`src/rtl/cache_op_ctrl_pkg.sv`:
```
// Shared types for the CACHE-instruction sequencer.
//   CacheCodeType : MIPS CACHE op field {op[4:2], cache[1:0]} as delivered by CP0
//   ic_code_t     : I-cache maintenance command codes
//   dc_code_t     : D-cache maintenance command codes
//   cop_state_t   : sequencer FSM states
package cache_op_ctrl_pkg;

  localparam int unsigned IndexW = 8;
  localparam int unsigned TagW   = 20;
  localparam int unsigned WayW   = 2;

  typedef enum logic [4:0] {
    I_Index_Invalid           = 5'b000_00,
    D_Index_Writeback_Invalid = 5'b000_01,
    I_Index_Load_Tag          = 5'b001_00,
    D_Index_Load_Tag          = 5'b001_01,
    I_Index_Store_Tag         = 5'b010_00,
    D_Index_Store_Tag         = 5'b010_01,
    I_Hit_Invalid             = 5'b100_00,
    D_Hit_Invalid             = 5'b100_01,
    I_Fill                    = 5'b101_00,
    D_Hit_Writeback_Invalid   = 5'b101_01,
    D_Hit_Writeback           = 5'b110_01
  } CacheCodeType;

  typedef enum logic [1:0] {
    IcIdxInv  = 2'd0,
    IcIdxStag = 2'd1,
    IcHitInv  = 2'd2
  } ic_code_t;

  typedef enum logic [2:0] {
    DcLookupIdx = 3'd0,
    DcLookupHit = 3'd1,
    DcStag      = 3'd2,
    DcInv       = 3'd3,
    DcWb        = 3'd4
  } dc_code_t;

  typedef enum logic [2:0] {
    StIdle, StICmd, StDCmd, StDLook, StDWb, StDInv, StDone
  } cop_state_t;

  // Ops whose dirty lines must be written back before invalidation.
  function automatic logic is_wb_op(CacheCodeType op);
    return (op == D_Index_Writeback_Invalid) || (op == D_Hit_Writeback_Invalid);
  endfunction

endpackage

```
`src/rtl/cache_op_ctrl_if.sv`:
```
// Bundle of the WB request, I-cache command and D-cache command channels.
//   master : the sequencer (consumes req_*, drives c0_stall and cache commands)
//   slave  : the pipeline/cache side
interface cache_op_ctrl_if
  import cache_op_ctrl_pkg::*;
#(
  parameter int unsigned INDEX_W = IndexW,
  parameter int unsigned TAG_W   = TagW,
  parameter int unsigned WAY_W   = WayW
) ();

  logic               req_valid;
  CacheCodeType       req_op;
  logic [INDEX_W-1:0] req_index;
  logic [WAY_W-1:0]   req_way;
  logic [TAG_W-1:0]   req_tag;
  logic               req_tag_v;
  logic               req_tag_d;
  logic               c0_stall;

  logic               ic_valid;
  logic               ic_ready;
  ic_code_t           ic_code;
  logic [INDEX_W-1:0] ic_index;
  logic [WAY_W-1:0]   ic_way;
  logic [TAG_W-1:0]   ic_tag;
  logic               ic_tag_v;
  logic               ic_done;

  logic               dc_valid;
  logic               dc_ready;
  dc_code_t           dc_code;
  logic [INDEX_W-1:0] dc_index;
  logic [WAY_W-1:0]   dc_way;
  logic [TAG_W-1:0]   dc_tag;
  logic               dc_tag_v;
  logic               dc_tag_d;
  logic               dc_rsp_valid;
  logic               dc_rsp_hit;
  logic [WAY_W-1:0]   dc_rsp_way;
  logic               dc_rsp_dirty;

  modport master (
    input  req_valid, req_op, req_index, req_way, req_tag, req_tag_v, req_tag_d,
    output c0_stall,
    output ic_valid, ic_code, ic_index, ic_way, ic_tag, ic_tag_v,
    input  ic_ready, ic_done,
    output dc_valid, dc_code, dc_index, dc_way, dc_tag, dc_tag_v, dc_tag_d,
    input  dc_ready, dc_rsp_valid, dc_rsp_hit, dc_rsp_way, dc_rsp_dirty
  );

  modport slave (
    output req_valid, req_op, req_index, req_way, req_tag, req_tag_v, req_tag_d,
    input  c0_stall,
    input  ic_valid, ic_code, ic_index, ic_way, ic_tag, ic_tag_v,
    output ic_ready, ic_done,
    input  dc_valid, dc_code, dc_index, dc_way, dc_tag, dc_tag_v, dc_tag_d,
    output dc_ready, dc_rsp_valid, dc_rsp_hit, dc_rsp_way, dc_rsp_dirty
  );

endinterface

```
`src/rtl/cache_op_ctrl.sv`:
```
// Sequences a MIPS CACHE instruction held in WB onto the I-/D-cache maintenance ports.
// Ports:
//   clk, resetn : clock, asynchronous active-low reset
//   bus         : request/stall and I/D cache command channels (master side)
//   wdog_err    : sticky, a cache port failed to respond within WDOG_CYC cycles
//   ops_done    : wrapping count of completed CACHE ops
module cache_op_ctrl
  import cache_op_ctrl_pkg::*;
#(
  parameter int unsigned INDEX_W  = IndexW,
  parameter int unsigned TAG_W    = TagW,
  parameter int unsigned WAY_W    = WayW,
  parameter int unsigned WDOG_CYC = 1024
) (
  input  logic                  clk,
  input  logic                  resetn,
  cache_op_ctrl_if.master       bus,
  output logic                  wdog_err,
  output logic [31:0]           ops_done
);

  localparam int unsigned WdogW = (WDOG_CYC > 2) ? $clog2(WDOG_CYC) : 1;
  localparam logic [WdogW-1:0] WdogMax = WdogW'(WDOG_CYC - 1);

  cop_state_t         state_q, state_d;
  CacheCodeType       op_q, op_d;
  logic [INDEX_W-1:0] index_q, index_d;
  logic [WAY_W-1:0]   way_q, way_d;
  logic [TAG_W-1:0]   tag_q, tag_d;
  logic               tag_v_q, tag_v_d;
  logic               tag_dirty_q, tag_dirty_d;
  logic               issued_q, issued_d;  // command accepted, now waiting for completion
  logic [WdogW-1:0]   wdog_cnt_q, wdog_cnt_d;
  logic               wdog_err_q, wdog_err_d;
  logic [31:0]        ops_done_q, ops_done_d;

  logic wait_st, cmd_valid, cmd_ready, rsp_in, rsp_ok;

  always_comb begin
    wait_st   = (state_q != StIdle) && (state_q != StDone);
    cmd_valid = wait_st && !issued_q;
    cmd_ready = (state_q == StICmd) ? bus.ic_ready : bus.dc_ready;
    rsp_in    = (state_q == StICmd) ? bus.ic_done : bus.dc_rsp_valid;
    // A response in the same cycle as the ready handshake is accepted.
    rsp_ok    = wait_st && rsp_in && (issued_q || (cmd_valid && cmd_ready));
  end

  always_comb begin
    state_d     = state_q;
    op_d        = op_q;
    index_d     = index_q;
    way_d       = way_q;
    tag_d       = tag_q;
    tag_v_d     = tag_v_q;
    tag_dirty_d = tag_dirty_q;
    ops_done_d  = ops_done_q;

    unique case (state_q)
      StIdle: begin
        if (bus.req_valid) begin
          op_d        = bus.req_op;
          index_d     = bus.req_index;
          way_d       = bus.req_way;
          tag_d       = bus.req_tag;
          tag_v_d     = bus.req_tag_v;
          tag_dirty_d = bus.req_tag_d;
          case (bus.req_op)
            I_Index_Invalid, I_Index_Store_Tag, I_Hit_Invalid: state_d = StICmd;
            D_Index_Store_Tag:                                 state_d = StDCmd;
            D_Index_Writeback_Invalid, D_Hit_Invalid,
            D_Hit_Writeback_Invalid:                           state_d = StDLook;
            default:                                           state_d = StDone;
          endcase
        end
      end
      StICmd, StDCmd, StDInv: if (rsp_ok) state_d = StDone;
      StDLook: begin
        if (rsp_ok) begin
          if (!bus.dc_rsp_hit) begin
            state_d = StDone;
          end else begin
            way_d   = bus.dc_rsp_way;
            state_d = (bus.dc_rsp_dirty && is_wb_op(op_q)) ? StDWb : StDInv;
          end
        end
      end
      StDWb: if (rsp_ok) state_d = StDInv;
      StDone: begin
        ops_done_d = ops_done_q + 32'd1;
        state_d    = StIdle;
      end
      default: state_d = StIdle;
    endcase

    issued_d = (state_d != state_q) ? 1'b0 : (issued_q || (cmd_valid && cmd_ready));

    // Counts wait-state cycles; saturates so the sticky flag cannot be missed.
    wdog_err_d = wdog_err_q;
    if (state_d != state_q || !wait_st) begin
      wdog_cnt_d = '0;
    end else if (wdog_cnt_q == WdogMax) begin
      wdog_cnt_d = wdog_cnt_q;
      wdog_err_d = 1'b1;
    end else begin
      wdog_cnt_d = wdog_cnt_q + 1'b1;
    end
  end

  always_ff @(posedge clk or negedge resetn) begin
    if (!resetn) begin
      state_q     <= StIdle;
      op_q        <= I_Index_Invalid;
      index_q     <= '0;
      way_q       <= '0;
      tag_q       <= '0;
      tag_v_q     <= 1'b0;
      tag_dirty_q <= 1'b0;
      issued_q    <= 1'b0;
      wdog_cnt_q  <= '0;
      wdog_err_q  <= 1'b0;
      ops_done_q  <= '0;
    end else begin
      state_q     <= state_d;
      op_q        <= op_d;
      index_q     <= index_d;
      way_q       <= way_d;
      tag_q       <= tag_d;
      tag_v_q     <= tag_v_d;
      tag_dirty_q <= tag_dirty_d;
      issued_q    <= issued_d;
      wdog_cnt_q  <= wdog_cnt_d;
      wdog_err_q  <= wdog_err_d;
      ops_done_q  <= ops_done_d;
    end
  end

  always_comb begin
    bus.c0_stall = bus.req_valid && (state_q != StDone);

    bus.ic_valid = cmd_valid && (state_q == StICmd);
    case (op_q)
      I_Index_Store_Tag: bus.ic_code = IcIdxStag;
      I_Hit_Invalid:     bus.ic_code = IcHitInv;
      default:           bus.ic_code = IcIdxInv;
    endcase
    bus.ic_index = index_q;
    bus.ic_way   = way_q;
    bus.ic_tag   = tag_q;
    bus.ic_tag_v = tag_v_q;

    bus.dc_valid = cmd_valid && (state_q != StICmd);
    case (state_q)
      StDLook: bus.dc_code = (op_q == D_Index_Writeback_Invalid) ? DcLookupIdx : DcLookupHit;
      StDWb:   bus.dc_code = DcWb;
      StDInv:  bus.dc_code = DcInv;
      default: bus.dc_code = DcStag;
    endcase
    bus.dc_index = index_q;
    bus.dc_way   = way_q;
    bus.dc_tag   = tag_q;
    bus.dc_tag_v = tag_v_q;
    bus.dc_tag_d = tag_dirty_q;
  end

  assign wdog_err = wdog_err_q;
  assign ops_done = ops_done_q;

endmodule

```
`src/flat_wrapper.sv`:
```
// flat-port wrapper written by rule: the top's interface ports become plain ports
module cache_op_ctrl_flat import cache_op_ctrl_pkg::*;
#(
  parameter int unsigned INDEX_W  = IndexW,
  parameter int unsigned TAG_W    = TagW,
  parameter int unsigned WAY_W    = WayW,
  parameter int unsigned WDOG_CYC = 1024
)
  (clk, resetn, wdog_err, ops_done, bus_req_valid, bus_req_op, bus_req_index, bus_req_way, bus_req_tag, bus_req_tag_v, bus_req_tag_d, bus_c0_stall, bus_ic_valid, bus_ic_code, bus_ic_index, bus_ic_way, bus_ic_tag, bus_ic_tag_v, bus_ic_ready, bus_ic_done, bus_dc_valid, bus_dc_code, bus_dc_index, bus_dc_way, bus_dc_tag, bus_dc_tag_v, bus_dc_tag_d, bus_dc_ready, bus_dc_rsp_valid, bus_dc_rsp_hit, bus_dc_rsp_way, bus_dc_rsp_dirty);
  cache_op_ctrl_if #(.INDEX_W(INDEX_W), .TAG_W(TAG_W), .WAY_W(WAY_W)) bus_i ();
  input  logic clk;
  input  logic resetn;
  output logic wdog_err;
  output logic [31:0] ops_done;
  input wire logic [$bits(bus_i.req_valid)-1:0] bus_req_valid;
  input wire logic [$bits(bus_i.req_op)-1:0] bus_req_op;
  input wire logic [$bits(bus_i.req_index)-1:0] bus_req_index;
  input wire logic [$bits(bus_i.req_way)-1:0] bus_req_way;
  input wire logic [$bits(bus_i.req_tag)-1:0] bus_req_tag;
  input wire logic [$bits(bus_i.req_tag_v)-1:0] bus_req_tag_v;
  input wire logic [$bits(bus_i.req_tag_d)-1:0] bus_req_tag_d;
  output wire logic [$bits(bus_i.c0_stall)-1:0] bus_c0_stall;
  output wire logic [$bits(bus_i.ic_valid)-1:0] bus_ic_valid;
  output wire logic [$bits(bus_i.ic_code)-1:0] bus_ic_code;
  output wire logic [$bits(bus_i.ic_index)-1:0] bus_ic_index;
  output wire logic [$bits(bus_i.ic_way)-1:0] bus_ic_way;
  output wire logic [$bits(bus_i.ic_tag)-1:0] bus_ic_tag;
  output wire logic [$bits(bus_i.ic_tag_v)-1:0] bus_ic_tag_v;
  input wire logic [$bits(bus_i.ic_ready)-1:0] bus_ic_ready;
  input wire logic [$bits(bus_i.ic_done)-1:0] bus_ic_done;
  output wire logic [$bits(bus_i.dc_valid)-1:0] bus_dc_valid;
  output wire logic [$bits(bus_i.dc_code)-1:0] bus_dc_code;
  output wire logic [$bits(bus_i.dc_index)-1:0] bus_dc_index;
  output wire logic [$bits(bus_i.dc_way)-1:0] bus_dc_way;
  output wire logic [$bits(bus_i.dc_tag)-1:0] bus_dc_tag;
  output wire logic [$bits(bus_i.dc_tag_v)-1:0] bus_dc_tag_v;
  output wire logic [$bits(bus_i.dc_tag_d)-1:0] bus_dc_tag_d;
  input wire logic [$bits(bus_i.dc_ready)-1:0] bus_dc_ready;
  input wire logic [$bits(bus_i.dc_rsp_valid)-1:0] bus_dc_rsp_valid;
  input wire logic [$bits(bus_i.dc_rsp_hit)-1:0] bus_dc_rsp_hit;
  input wire logic [$bits(bus_i.dc_rsp_way)-1:0] bus_dc_rsp_way;
  input wire logic [$bits(bus_i.dc_rsp_dirty)-1:0] bus_dc_rsp_dirty;
  assign bus_i.req_valid = bus_req_valid;
  assign bus_i.req_op = bus_req_op;
  assign bus_i.req_index = bus_req_index;
  assign bus_i.req_way = bus_req_way;
  assign bus_i.req_tag = bus_req_tag;
  assign bus_i.req_tag_v = bus_req_tag_v;
  assign bus_i.req_tag_d = bus_req_tag_d;
  assign bus_c0_stall = bus_i.c0_stall;
  assign bus_ic_valid = bus_i.ic_valid;
  assign bus_ic_code = bus_i.ic_code;
  assign bus_ic_index = bus_i.ic_index;
  assign bus_ic_way = bus_i.ic_way;
  assign bus_ic_tag = bus_i.ic_tag;
  assign bus_ic_tag_v = bus_i.ic_tag_v;
  assign bus_i.ic_ready = bus_ic_ready;
  assign bus_i.ic_done = bus_ic_done;
  assign bus_dc_valid = bus_i.dc_valid;
  assign bus_dc_code = bus_i.dc_code;
  assign bus_dc_index = bus_i.dc_index;
  assign bus_dc_way = bus_i.dc_way;
  assign bus_dc_tag = bus_i.dc_tag;
  assign bus_dc_tag_v = bus_i.dc_tag_v;
  assign bus_dc_tag_d = bus_i.dc_tag_d;
  assign bus_i.dc_ready = bus_dc_ready;
  assign bus_i.dc_rsp_valid = bus_dc_rsp_valid;
  assign bus_i.dc_rsp_hit = bus_dc_rsp_hit;
  assign bus_i.dc_rsp_way = bus_dc_rsp_way;
  assign bus_i.dc_rsp_dirty = bus_dc_rsp_dirty;
  cache_op_ctrl #(.INDEX_W(INDEX_W), .TAG_W(TAG_W), .WAY_W(WAY_W), .WDOG_CYC(WDOG_CYC)) u_core (.clk(clk), .resetn(resetn), .bus(bus_i), .wdog_err(wdog_err), .ops_done(ops_done));
endmodule
```
`config.mk`:
```
export PLATFORM = sky130hd
export DESIGN_NAME = cache_op_ctrl_flat
export DESIGN_NICKNAME = d
export VERILOG_FILES = /design/src/rtl/cache_op_ctrl_pkg.sv /design/src/rtl/cache_op_ctrl_if.sv /design/src/rtl/cache_op_ctrl.sv /design/src/flat_wrapper.sv
export SDC_FILE = /design/constraint.sdc
export NUM_CORES = 1
export LEC_CHECK = 0
export CAP_MARGIN = 5
export CORE_MARGIN = 4
export CORE_UTILIZATION = 45
export DETAILED_ROUTE_END_ITERATION = 10
export PLACE_DENSITY_LB_ADDON = 0.3
export SYNTH_ARGS = -nofsm -noshare
export SYNTH_HDL_FRONTEND = slang
export SYNTH_SLANG_ARGS = --single-unit
```
`constraint.sdc`:
```
create_clock -name clk -period 2.1 [get_ports clk]
set_input_delay 0.315 -clock clk [delete_from_list [all_inputs] [get_ports clk]]
set_output_delay 0.315 -clock clk [all_outputs]
set_load 0.005 [all_outputs]
```
Word level (Yosys, flattened, before mapping). Index checks and enable logic that the tools add are counted.

Register bits after elaboration: 84. Input bits: 48. Word-level logic and storage cells: 82.

Add/subtract/negate cells: 2. Equal/unequal tests: 24. Muxes and demuxes: 20. Bitwise gates (word level): 1. Reduce and logical (&&, ||, !) cells: 24.

Operators by type and width (count): adder 32 x 1 -> 32 bit, second input constant (1); equality test 5 bit, second input constant (5); two-way mux 10 bit (2); one-hot mux 3 bit (3 select lines) (2); equality test 5 x 4 -> 1 bit, second input constant (3); two-way mux 3 bit (5); one-hot mux 3 bit (4 select lines) (1); adder 10 x 1 -> 10 bit, second input constant (1); equality test 10 bit, second input constant (1); equality test 5 x 1 -> 1 bit, second input constant (2); equality test 3 bit, second input constant (3); logical AND 1 bit (9); OR reduction 3 bit (3); one-hot mux 2 bit (2 select lines) (2); equality test 3 x 2 -> 1 bit, second input constant (2); two-way mux 2 bit (3); logical NOT 5 bit (1); two-way mux 1 bit (5); != test 2 x 1 -> 1 bit, second input constant (2); != test 2 bit, second input constant (2); AND reduction 2 bit (2); AND reduction 4 bit (1); equality test 3 x 1 -> 1 bit, second input constant (1); logical NOT 3 bit (1); other kinds (8) (11).

Logic depth before layout (Yosys ltp).
Depth in word-level cells: 12. Mapped depth: 6. Gate-level depth less buffers: 5.

Worst setup path after synthesis. Ideal clock, no wire load.

Kind: flip-flop to flip-flop. From: register u_core.state_q[0]. To: register u_core.wdog_cnt_q[6]. Data arrival time: 1.548 ns. Path slack: 0.465 ns. Stages on the path, launching flop included: 6. Buffers on the path: 1. Clock period less this slack: 1.635 ns. Cell sequence: dfrtp_1 > nand3b_1 > a311oi_4 > o22ai_1 > buf_4 > a211oi_2.

Longest elaborated chain between the ends: 11.

RTL lines: from (decl) (line cache_op_ctrl.sv:25) `cop_state_t state_q, state_d;`; from (signal assigned) (line cache_op_ctrl.sv:111) `state_q <= StIdle;`; from (signal assigned) (line cache_op_ctrl.sv:123) `state_q <= state_d;`; != test 3 bit / nonzero test 3 bit (equally long branches) (line cache_op_ctrl.sv:40) `wait_st = (state_q != StIdle) && (state_q != StDone);`; logical AND 1 bit (line cache_op_ctrl.sv:40); logical AND 1 bit (line cache_op_ctrl.sv:41) `cmd_valid = wait_st && !issued_q;`; logical AND 1 bit (line cache_op_ctrl.sv:45) `rsp_ok = wait_st && rsp_in && (issued_q || (cmd_valid && cmd_ready));`; logical OR 1 bit (line cache_op_ctrl.sv:45); logical AND 1 bit (line cache_op_ctrl.sv:45); two-way mux 3 bit (on tied branches) (line cache_op_ctrl.sv:87, cache_op_ctrl.sv:76, cache_op_ctrl.sv:78); one-hot mux 3 bit (4 select lines) (line cache_op_ctrl.sv:58) `unique case (state_q)`; != test 3 bit (line cache_op_ctrl.sv:99) `if (state_d != state_q || !wait_st) begin`; logical OR 1 bit (*) (line cache_op_ctrl.sv:99); != test 2 x 1 -> 1 bit (no source line) / two-way mux 10 bit (equally long branches); to (signal assigned) (line cache_op_ctrl.sv:131) `wdog_cnt_q <= wdog_cnt_d;`; to (decl) (line cache_op_ctrl.sv:33) `logic [WdogW-1:0] wdog_cnt_q, wdog_cnt_d;`.

Every way passes the cells marked *; elsewhere a longest branch is shown, timed or not. A chain may end at the register's enable or synchronous reset.

Worst setup path in the final report.
From: register u_core.state_q[1]. To: output bus_ic_valid.

Longest elaborated chain between the ends: 4.

RTL lines: != test 3 bit / nonzero test 3 bit (equally long branches) (line cache_op_ctrl.sv:40); logical AND 1 bit (line cache_op_ctrl.sv:40); logical AND 1 bit (line cache_op_ctrl.sv:41); logical AND 1 bit (*) (line cache_op_ctrl.sv:140) `bus.ic_valid = cmd_valid && (state_q == StICmd);`; to (decl) (line flat_wrapper.sv:23) `output wire logic [$bits(bus_i.ic_valid)-1:0] bus_ic_valid;`.

Marked as above.

==> metrics.txt <==
P per Cell Area 1145 mW/mm^2; syn nets 415; FF+latch area 0.002105 mm^2; mean area per synthesized cell 11.44 um^2; nets 556; clk root buf clkbuf_8; multi-input logic area 0.001792 mm^2; pin count of the biggest net entering global routing 44; clock share of power 0.158; clock-pin slew on the worst setup and hold paths 0.09 ns; die height 104.3 um; crit-path leading delay family buffers and inverters; DR pass1 iterations 4; Final ANT Viol Nets 0; routed wire length 10360 um; drt wl/cell 16.73 um; Sw Ratio 0.3178; top-count cell post-synth dfrtp_1; Die W 104.3 um; Die ar. 0.01089 mm^2; layout cells sized above 1 0.1820; CP peak stage delay 0.54 ns; CTS sink count 84; setup violators final 0; hold path start u_core.ops_done[31]; Worst-Margin Slew 0.5720 ns; EDFF count, synth 0; leakage power 2.477 nW; kind of critical path register to output port; final cell utilization of the core 0.6692; clock buffer depth 2; Max VDD drop 0.4444 mV; status completed; Num CTS Buffers 9; ys flop type dfrtp_1; initial DRC count 125; CP startpoint kind register; Initial Utilization 0.4697; synth unique cells 55; CTS tree done; period utilization 0.9754; Seq cells post-synth 84; R2R Path End u_core.state_q[0]; r2r startpoint u_core.state_q[1]; Logic pwr share 0.471; Clk Latency, worst-skew pair 0.35 ns; Hold WC Path Type register to register; worst-path cell chain nand2b_1 > nor3_2 > clkdlybuf4s50_1; I/O Pins 152; synthesis-to-finish area growth 42.45%; Final Hold Vio Count 0; Post-synth top cells dfrtp_1 (84), mux2_2 (36), buf_4 (32), xnor2_1 (28); Slew HR 0.6187; Placed Cells incl. Taps 592; DP Wirelength 7691 um; # DRC 0; CORE AREA 0.008891 mm^2; Slowest-stage cell, CP clkdlybuf4s50_1; Fill cells 680; Worst Path Buf+Inv 1; Crit Path Max Fanout 10; dpl ws 0.09318 ns; sequential share of power 0.371; H-Tree Depth 3; hold path depth 1; vias 3283; GRT Util Overall 0.1909; GR Overflow Total 0; sw power 2.164 mW; Register-to-Register Path Depth 7; ranking of synthesized cells by area dfrtp_1 (50%), mux2_2 (9.7%), xnor2_1 (5.9%), buf_4 (5.8%), nand4_1 (3.0%); register area share after synthesis 0.5033; Internal 4.646 mW; # rows 34; buffers added on ports 151; Final WS setup 0.05175 ns; Async SR Flop Fraction 1.000; cell taking the most area after synthesis dfrtp_1; Max Clock Skew 0.01439 ns; vias in the first global route 3312; routability cong. 0.7970; CP Capture Type output port; unrepaired setup endpoints after global routing no; top cell type's share of synthesized area 0.5033; initial antenna violation count 0; ant diodes 0; max-cap violations 0; Final min period 2.048 ns; Finished Layout Cells 619; Achievable Freq 488.2 MHz; Netlist Area Pre-Place 0.004177 mm^2; worst hold path endpoint u_core.ops_done[31]; worst path required time 1.78 ns; Fin Setup TNS 0 ns; R2R Setup Slk 0.20 ns; Post-Syn Instances 365; Synth warnings 0; first-pass GRT wire length 17070 um; Pins Over Slew Limit 0; Vias/cell 5.304; Hold Worst Slack 0.4773 ns; WP data arrival 1.73 ns
## what timing repair did
item,4_1_cts,5_1_grt
pin swaps,1,1
hold endpoints to repair,42,0
setup buffers,8,2
setup endpoints to repair,6,5
gates resized for setup,4,8
hold buffers,1,0
## cells by family (layout without fill, tap and decap cells)
logic type,count (synthesis),count (layout),share of synthesized area
flip-flops,84,84,0.5033
AO/OA/AOI/OAI,34,34,0.06591
AND/OR/NAND/NOR,124,124,0.1741
adder cells (fa/ha/maj),2,2,0.005991
multiplexers,37,37,0.09946
buffers and inverters,48,194,0.07579
XOR/XNOR,36,36,0.07550
## cell type report
type / count / area share
clock buffers: 10 / 0.02313
repair buffers: 173 / 0.2879
clock inverters: 6 / 0.008202
multi-input cells: 233 / 0.3012
well taps: 108 / 0.02271
flip-flops and latches: 84 / 0.3537
inverters: 5 / 0.003155
## cell usage in the layout (no fill, tap or decap), types with 3 or more instances in the layout
cell / count
clkdlybuf4s50_1: 147
dfrtp_1: 82
mux2_2: 36
xnor2_1: 28
nand4_1: 20
nor2_1: 19
nand2_1: 19
buf_4: 19
and3_1: 10
clkbuf_8: 10
nand3_1: 9
xor2_1: 8
nor3_1: 7
nor2b_1: 6
o21ai_0: 6
inv_1: 5
a21oi_1: 4
nand2b_1: 4
and4_1: 4
or3_1: 3
and2_1: 3
dlymetal6s2s_1: 3
## how the worst max path moves through the flow
stage,from,to,slack [ns],cells past startpoint
floorplan,u_core.state_q[0],u_core.wdog_cnt_q[6],0.47,5
global placement,u_core.state_q[1],u_core.ops_done[9],0.14,5
detailed placement,u_core.state_q[2],u_core.wdog_cnt_q[9],0.09,5
CTS,u_core.state_q[2],bus_dc_code[1],-0.002,4
global route,u_core.state_q[0],bus_dc_code[2],0.004,4
finish,u_core.state_q[1],bus_ic_valid,0.05,3
## metal layers
| layer | wire length, um | global-route usage | up-vias |
|---|---|---|---|
| li1 | - | - | 1554 |
| met1 | 4469 | 0.2398 | 1603 |
| met2 | 5085 | 0.3261 | 114 |
| met3 | 672 | 0.04718 | 12 |
| met4 | 127 | 0.05413 | 0 |
| met5 | 0 | 0 | - |
## sequential cells by signal, summed over array words and instances (netlist names)
signal	flops
u_core.issued_q	1
u_core.bus.dc_tag	20
u_core.wdog_cnt_q	10
u_core.bus.dc_index	8
u_core.ops_done	32
u_core.bus.dc_way	2
u_core.bus.dc_tag_d	1
u_core.bus.dc_tag_v	1
u_core.op_q	5
u_core.state_q	3
u_core.wdog_err	1
## power groups by stage
stage / sequential, mW / clock [mW] / combinational (mW)
CTS: 2.52 / 1.11 / 3.19
floorplan: 2.48 / 0 / 1.62
global route: 2.61 / 1.19 / 3.44
global placement: 2.53 / 0 / 3.00
finish: 2.52 / 1.08 / 3.21
detailed placement: 2.56 / 0 / 3.07
## stage by stage
step	power [mW]	cell area, um^2
floorplan	4.093	4177
global route	7.237	5949
global placement	5.533	5638
finish	6.810	5949
detailed placement	5.631	5638
CTS	6.817	5904
(Power assumes the default switching activity.)
